File: config.mk
export PLATFORM = sky130hd
export DESIGN_NAME = trig_conditioner
export DESIGN_NICKNAME = d
export VERILOG_FILES = /design/src/rtl/trig_conditioner.sv
export SDC_FILE = /design/constraint.sdc
export NUM_CORES = 1
export LEC_CHECK = 0
export ABC_AREA = 0
export CAP_MARGIN = 20
export CORE_MARGIN = 3
export CORE_UTILIZATION = 41
export DETAILED_ROUTE_END_ITERATION = 10
export SLEW_MARGIN = 20
export SYNTH_ARGS = -nofsm -noshare
export SYNTH_HDL_FRONTEND = slang
export SYNTH_SLANG_ARGS = --single-unit
File: constraint.sdc
create_clock -name clk -period 2.4 [get_ports clk]
set_input_delay 0.36 -clock clk [delete_from_list [all_inputs] [get_ports clk]]
set_output_delay 0.36 -clock clk [all_outputs]
set_load 0.05 [all_outputs]
File: src/rtl/trig_conditioner.sv
// Conditions one asynchronous trigger level: synchronise, width-qualify, veto/enable,
// then a single-cycle trig_out pulse followed by a fixed dead time. Rejections are counted.
module trig_conditioner #(
    parameter int SYNC_STAGES = 2,
    parameter int MIN_WIDTH   = 2,
    parameter int DEADTIME    = 16,
    parameter int DT_W        = 16
) (
    input  logic        clk,
    input  logic        reset,
    input  logic        trig_in,
    input  logic        enable,
    input  logic        veto,
    input  logic        clear_cnt,
    output logic        trig_out,
    output logic        busy,
    output logic [15:0] n_glitch,
    output logic [15:0] n_vetoed
);

    localparam int WC_W = (MIN_WIDTH > 2) ? $clog2(MIN_WIDTH) : 1;

    typedef enum logic [1:0] {
        IDLE     = 2'd0,
        QUALIFY  = 2'd1,
        DEAD     = 2'd2,
        WAIT_LOW = 2'd3
    } state_t;

    logic [SYNC_STAGES-1:0] sync_q;
    logic                   s_d_q;
    state_t                 state_q, state_d;
    logic [WC_W-1:0]        wcnt_q, wcnt_d;
    logic [DT_W-1:0]        dcnt_q, dcnt_d;
    logic                   trig_q, trig_d;
    logic                   busy_q, busy_d;
    logic [15:0]            n_glitch_q, n_glitch_d;
    logic [15:0]            n_vetoed_q, n_vetoed_d;

    logic s_w;
    logic rise_w;
    logic qualify_w;
    logic inc_glitch_w;
    logic inc_vetoed_w;

    assign s_w    = sync_q[SYNC_STAGES-1];
    assign rise_w = s_w & ~s_d_q;

    always_comb begin
        state_d      = state_q;
        wcnt_d       = wcnt_q;
        dcnt_d       = dcnt_q;
        trig_d       = 1'b0;
        qualify_w    = 1'b0;
        inc_glitch_w = 1'b0;
        inc_vetoed_w = 1'b0;

        case (state_q)
            IDLE: begin
                if (rise_w) begin
                    if (MIN_WIDTH == 1) begin
                        qualify_w = 1'b1;
                    end else begin
                        state_d = QUALIFY;
                        wcnt_d  = WC_W'(1);
                    end
                end
            end
            QUALIFY: begin
                if (!s_w) begin
                    state_d      = IDLE;
                    inc_glitch_w = 1'b1;
                end else if (wcnt_q == WC_W'(MIN_WIDTH - 1)) begin
                    qualify_w = 1'b1;
                end else begin
                    wcnt_d = wcnt_q + WC_W'(1);
                end
            end
            DEAD: begin
                if (dcnt_q == '0) begin
                    state_d = s_w ? WAIT_LOW : IDLE;
                end else begin
                    dcnt_d = dcnt_q - DT_W'(1);
                end
            end
            WAIT_LOW: begin
                if (!s_w) begin
                    state_d = IDLE;
                end
            end
            default: state_d = IDLE;
        endcase

        // A qualified trigger either starts dead time or is counted as vetoed;
        // in both cases the level must drop before another trigger is considered.
        if (qualify_w) begin
            if (enable && !veto) begin
                trig_d  = 1'b1;
                state_d = DEAD;
                dcnt_d  = DT_W'(DEADTIME - 1);
            end else begin
                inc_vetoed_w = 1'b1;
                state_d      = WAIT_LOW;
            end
        end

        busy_d = (state_d == DEAD);
    end

    always_comb begin
        n_glitch_d = n_glitch_q;
        n_vetoed_d = n_vetoed_q;
        if (clear_cnt) begin
            n_glitch_d = '0;
            n_vetoed_d = '0;
        end else begin
            if (inc_glitch_w && (n_glitch_q != 16'hFFFF)) begin
                n_glitch_d = n_glitch_q + 16'd1;
            end
            if (inc_vetoed_w && (n_vetoed_q != 16'hFFFF)) begin
                n_vetoed_d = n_vetoed_q + 16'd1;
            end
        end
    end

    always_ff @(posedge clk or negedge reset) begin
        if (!reset) begin
            sync_q     <= '0;
            s_d_q      <= 1'b0;
            state_q    <= IDLE;
            wcnt_q     <= '0;
            dcnt_q     <= '0;
            trig_q     <= 1'b0;
            busy_q     <= 1'b0;
            n_glitch_q <= '0;
            n_vetoed_q <= '0;
        end else begin
            sync_q     <= {sync_q[SYNC_STAGES-2:0], trig_in};
            s_d_q      <= s_w;
            state_q    <= state_d;
            wcnt_q     <= wcnt_d;
            dcnt_q     <= dcnt_d;
            trig_q     <= trig_d;
            busy_q     <= busy_d;
            n_glitch_q <= n_glitch_d;
            n_vetoed_q <= n_vetoed_d;
        end
    end

    assign trig_out = trig_q;
    assign busy     = busy_q;
    assign n_glitch = n_glitch_q;
    assign n_vetoed = n_vetoed_q;

endmodule
==> flow_summary.json, run 1 <==
{
  "yosysTopAreaCell": "dfrtp_1",
  "start_kind": "flip-flop",
  "fillers": 723,
  "synth_seq_cells": 56,
  "synthMuxAreaShare": 0.0876,
  "utilization": 0.510,
  "insertion_delay_ns": 0.31,
  "cp_max_fo": 16,
  "grt_overflow": 0,
  "synth_edf_count": 0,
  "dieArea_um2": 8970,
  "power.leakage_nw": 1.52,
  "synth_top_family_by_area": "simple AND/OR/NAND/NOR gates",
  "gp_congestion": 0.791,
  "post-cts-setup-buffers": 0,
  "placed_cell_area_um2": 3720,
  "synthXorXnorAreaFrac": 0,
  "synthCells": 329,
  "finalSetupTns_ns": 0,
  "grt_usage": 0.165,
  "vdd_drop_max_v": 0.000216,
  "worst_pin_slew_ns": 0.722,
  "finalHoldViolations": 0,
  "wirelength_um": 6990,
  "yosys.area_share.simple": 0.301,
  "crit_type": "flip-flop to flip-flop",
  "period_needed_ns": 2.04,
  "cts_htree_levels": 2,
  "cts-root-buf": "clkbuf_8",
  "switching_power_mw": 0.624,
  "grt_max_degree": 57,
  "post-route-period-util": 0.849,
  "grt_pass1_vias": 2532,
  "synth_compound_area_frac": 0.126,
  "relSlewSlack": 0.519,
  "clockPowerShare": 0.251,
  "synth_fa_ha_area_frac": 0.0155,
  "setup_violations": 0,
  "critPathCaptureType": "flip-flop",
  "synthArstFlopShare": 1.00,
  "reg2reg_depth": 4,
  "yosysUniqueCellTypes": 54,
  "port-buffer-count": 39,
  "tritoncts": "built",
  "vias_per_cell": 5.64,
  "grt_pass1_wl_um": 12000,
  "cts_buffers": 5,
  "status": "complete, no violations",
  "instances_no_fill": 467,
  "initial_core_util": 0.433,
  "mostFrequentLayoutCells": "dfrtp_1, clkdlybuf4s50_1, nor2_1",
  "syn_area_um2": 3230,
  "diodes": 0,
  "design.core.area_um2": 7450,
  "syn-num-nets": 339,
  "drc_errors": 0,
  "switching_share": 0.311,
  "wl_per_cell_um": 15.0,
  "avgSynthCellArea_um2": 9.81,
  "synthTopCellsByArea": "dfrtp_1, mux2_2, mux2i_1",
  "clk_pin_slew_ns": 0.10,
  "internal-power_mw": 1.38,
  "p_comb_frac": 0.172,
  "skew_ns": 0.0136,
  "design_area_um2": 3800,
  "post_cts_resized": 0,
  "numClockSinks": 56,
  "antenna_found_initial": 0,
  "cap_viol_max_count": 0,
  "netlist.area_leader.share": 0.434,
  "rsz0062_at_grt": "false",
  "drtPass1Iterations": 4,
  "vias": 2632,
  "dp_cells": 460,
  "fmax_mhz": 491,
  "cp.required_ns": 2.61,
  "seq_power_share": 0.576,
  "slew_violations": 0,
  "fp.dieW_um": 94.7,
  "cts_hold_buf": 0,
  "drtIter0Drc": 83,
  "worstHoldPathType": "primary input to asynchronous set/reset pin",
  "yosysSeqAreaShare": 0.434,
  "dp_hpwl_um": 4850,
  "crit_arrival_ns": 2.24,
  "nets": 378,
  "drive_gt1_frac": 0.122,
  "synth_flop_cell": "dfrtp_1",
  "post-place-ws_ns": 0.311,
  "area_growth_pct": 17.7,
  "die_h_um": 94.7,
  "final_common_cell": "dfrtp_1",
  "fin_ws_ns": 0.363,
  "ios": 40,
  "max-clock-path-buffers": 2,
  "ys_warn_count": 0,
  "pwr_density_cell_nw_per_um2": 528,
  "ant_nets": 0,
  "num_rows": 31
}
worst paths after layout:
| check | startpoint | endpoint | slack (ns) |
|---|---|---|---|
| max in group asynchronous | reset | dcnt_q[8]$_DFF_PN0_ | 1.73 |
| worst min register to register | sync_q[0]$_DFF_PN0_ | sync_q[1]$_DFF_PN0_ | 0.36 |
| worst min-delay path | reset | n_vetoed[10]$_DFFE_PN0P_ | 0.17 |
| worst max register to register | state_q[1]$_DFF_PN0_ | n_vetoed[6]$_DFFE_PN0P_ | 0.36 |
| min in group clk | sync_q[0]$_DFF_PN0_ | sync_q[1]$_DFF_PN0_ | 0.36 |
| worst max-delay path | state_q[1]$_DFF_PN0_ | n_vetoed[6]$_DFFE_PN0P_ | 0.36 |
metrics by stage:
stage          power, mW  hold WS (ns)
2_1_floorplan       1.40        0.0644
3_3_place_gp        1.51         0.332
3_5_place_dp        1.52         0.337
4_1_cts             2.03         0.215
5_1_grt             2.12         0.241
6_report            2.01         0.165
power by group through the flow:
stage	registers (mW)	logic [mW]	clock network (mW)
global placement	1.17	0.341	0
CTS	1.15	0.351	0.525
global route	1.17	0.394	0.551
floorplan	1.14	0.260	0
finish	1.16	0.345	0.504
detailed placement	1.17	0.353	0
critical path, stage by stage (launching register included):
cell and delay, ns:
dfrtp_1 0.50, and4b_1 0.39, nand2_1 0.32, nor4b_1 0.37, mux2_2 0.37
flip-flops by register name, summed over array words and instances, names as in the netlist:
signal / count
sync_q: 2
wcnt_q: 1
n_vetoed: 16
dcnt_q: 16
state_q: 2
s_d_q: 1
n_glitch: 16
busy: 1
trig_out: 1
cell usage after synthesis (all sizes together), types with 2 or more instances:
library cell	count
or2b	3
o21ai	10
nor4b	4
or3	6
o31ai	10
a21oi	20
nand4	7
or4b	4
o21ba	2
clkbuf	9
nor2	26
nor2b	15
nand3	16
nand2b	5
nor3b	2
nor4	10
nor3	15
and4	5
mux2	15
inv	9
a211oi	5
buf	5
or4	14
and3	3
o41ai	3
ha	4
o211ai	3
mux2i	11
dfrtp	56
o21a	3
nand2	20
metal layers:
metal / wire length, um / track usage / up-vias / share of wire
met5: 0 / 0 / - / 0
met4: 71 / 0.0481 / 0 / 0.010
met3: 261 / 0.0311 / 5 / 0.037
met2: 3320 / 0.265 / 38 / 0.47
met1: 3340 / 0.228 / 1275 / 0.48
li1: - / - / 1314 / -
cell families (layout without fill, tap and decap cells):
| logic type | after synthesis | count (layout) |
|---|---|---|
| buffers and inverters | 23 | 62 |
| adder cells (fa/ha/maj) | 4 | 4 |
| AND/OR/NAND/NOR | 158 | 158 |
| flip-flops | 56 | 56 |
| multiplexers | 26 | 26 |
| AO/OA/AOI/OAI | 62 | 62 |
cell type report:
class | instances | area, um2 | area share
Sequential cell | 56 | 1400 | 0.369
Inverter | 9 | 33.8 | 0.00889
Tap cell | 99 | 124 | 0.0326
Clock inverter | 1 | 5.00 | 0.00132
Clock buffer | 6 | 72.6 | 0.0191
Multi-Input combinational cell | 250 | 1710 | 0.451
Timing Repair Buffer | 46 | 450 | 0.119
Power figures use the tool's default switching activity.
==> inputs of run 2 (changes only) <==
==> constraint.sdc (replaced) <==
create_clock -name clk -period 2.1 [get_ports clk]
set_input_delay 0.315 -clock clk [delete_from_list [all_inputs] [get_ports clk]]
set_output_delay 0.315 -clock clk [all_outputs]
set_load 0.05 [all_outputs]
==> run 2 against run 1 <==
Count of clock-buffer cells in the layout grew 1; critical endpoint is now n_glitch[10]; combinational power grew 18%; critical path depth shrank 3.
==> flow_summary.json, run 2 (synthesis results as in run 1) <==
{
  "status": "complete, no violations",
  "power.leakage_nw": 1.58,
  "path_cells": "clkdlybuf4s50_1",
  "period_needed_ns": 1.94,
  "rsz0062_at_grt": "false",
  "wl_per_cell_um": 15.1,
  "die_h_um": 94.7,
  "tritoncts": "built",
  "placed_cell_area_um2": 3820,
  "vias_per_cell": 5.70,
  "port-buffer-count": 39,
  "slowest_delay_ns": 0.85,
  "r2r_end": "n_vetoed[15]$_DFFE_PN0P_",
  "skew_ns": 0.0113,
  "cts_htree_levels": 2,
  "cap_viol_max_count": 0,
  "post-route-period-util": 0.921,
  "design_area_um2": 3920,
  "diodes": 0,
  "pwr_density_cell_nw_per_um2": 598,
  "start_kind": "flip-flop",
  "crit_arrival_ns": 1.62,
  "grt_max_degree": 57,
  "dieArea_um2": 8970,
  "numClockSinks": 56,
  "cp_max_fo": 7,
  "crit_type": "flip-flop to output port",
  "drtPass1Iterations": 4,
  "cts_buffers": 5,
  "grt_pass1_wl_um": 12500,
  "grt_overflow": 0,
  "relSlewSlack": 0.611,
  "mostFrequentLayoutCells": "dfrtp_1, clkdlybuf4s50_1, nor2_1",
  "drtIter0Drc": 115,
  "finalPower_mw": 2.34,
  "vias": 2723,
  "area_growth_pct": 21.4,
  "worst_pin_slew_ns": 0.580,
  "slew_violations": 0,
  "fmax_mhz": 517,
  "rrSetupSlack_ns": 0.19,
  "finalHoldViolations": 0,
  "design.core.area_um2": 7450,
  "max-clock-path-buffers": 2,
  "holdPathEnd": "sync_q[1]$_DFF_PN0_",
  "grt_usage": 0.174,
  "regArea_um2": 1400,
  "wirelength_um": 7200,
  "num_rows": 31,
  "finalSetupTns_ns": 0,
  "setup_violations": 0,
  "grt_pass1_vias": 2627,
  "vdd_drop_max_v": 0.000287,
  "initial_core_util": 0.433,
  "slowest_stage": "clkdlybuf4s50_1",
  "hp-start": "sync_q[0]$_DFF_PN0_",
  "nets": 388,
  "critPathCaptureType": "output port",
  "final_common_cell": "dfrtp_1",
  "post-cts-setup-buffers": 0,
  "r2r_start": "n_vetoed[0]$_DFFE_PN0P_",
  "dp_cells": 469,
  "path_delay_family": "buffers and inverters",
  "ios": 40,
  "antenna_found_initial": 0,
  "cp.required_ns": 1.78,
  "fp.dieW_um": 94.7,
  "insertion_delay_ns": 0.31,
  "reg2reg_depth": 5,
  "ant_nets": 0,
  "path_buf_inv": 1,
  "multi_input_comb_area_um2": 1710,
  "worstHoldPathType": "flip-flop to flip-flop",
  "whs_path_depth": 0,
  "drc_errors": 0,
  "dp_hpwl_um": 5050,
  "gp_congestion": 0.882,
  "clk_pin_slew_ns": 0.10,
  "cts-root-buf": "clkbuf_8",
  "fillers": 717,
  "instances_no_fill": 478,
  "drive_gt1_frac": 0.150
}
-- run 2: cell types whose count changed in the layout (fill, tap and decap cells not counted) --
cell,delta
buf_4,+7
clkinv_2,-1
clkbuf_8,+1
dfrtp_1,-2
dlygate4sd3_1,+1
dfrtp_2,+2
buf_12,+2
clkinvlp_4,+1
-- run 2: timing repair --
action,CTS,global route
endpoints found under the hold margin,19,0
endpoints found under the setup margin,0,0
resized for setup,0,0
hold buffers,1,0
-- run 2: how the worst max path moves through the flow --
| stage | start | cells after the start | slack (ns) | end |
|---|---|---|---|---|
| finish | n_glitch[10]$_DFFE_PN0P_ | 1 | 0.16 | n_glitch[10] |
| global route | dcnt_q[7]$_DFF_PN0_ | 6 | 0.07 | dcnt_q[1]$_DFF_PN0_ |
| CTS | n_glitch[10]$_DFFE_PN0P_ | 1 | 0.14 | n_glitch[10] |
| detailed placement | veto | 6 | 0.15 | n_vetoed[3]$_DFFE_PN0P_ |
| global placement | enable | 5 | 0.20 | n_vetoed[15]$_DFFE_PN0P_ |
| floorplan | n_vetoed[2]$_DFFE_PN0P_ | 5 | 0.07 | n_vetoed[7]$_DFFE_PN0P_ |
-- run 2: where the power goes --
group	internal, mW	switching (mW)
Sequential	1.18	0.136
Clock	0.269	0.347
Combinational	0.176	0.231
Total	1.63	0.714
-- run 2: cell type report --
class / instances / share of cell area
clock inverters: 1 / 0.00192
repair buffers: 56 / 0.141
well taps: 99 / 0.0316
multi-input cells: 250 / 0.437
clock buffers: 7 / 0.0220
flip-flops and latches: 56 / 0.358
inverters: 9 / 0.00862
-- run 2: layer usage --
layer / vias up / global-route usage / share of wire
met4: 0 / 0.0505 / 0.010
li1: 1336 / - / -
met3: 4 / 0.0303 / 0.035
met5: - / 0 / 0
met1: 1334 / 0.234 / 0.47
met2: 49 / 0.285 / 0.48
-- run 2: metrics by stage --
step                setup slack (ns)  utilization  hold slack [ns]
floorplan                     0.0731            -           0.0194
global placement               0.204        0.512            0.333
detailed placement             0.155        0.512            0.335
CTS                            0.145        0.526            0.359
global route                  0.0657        0.526            0.367
finish                         0.165        0.526            0.356
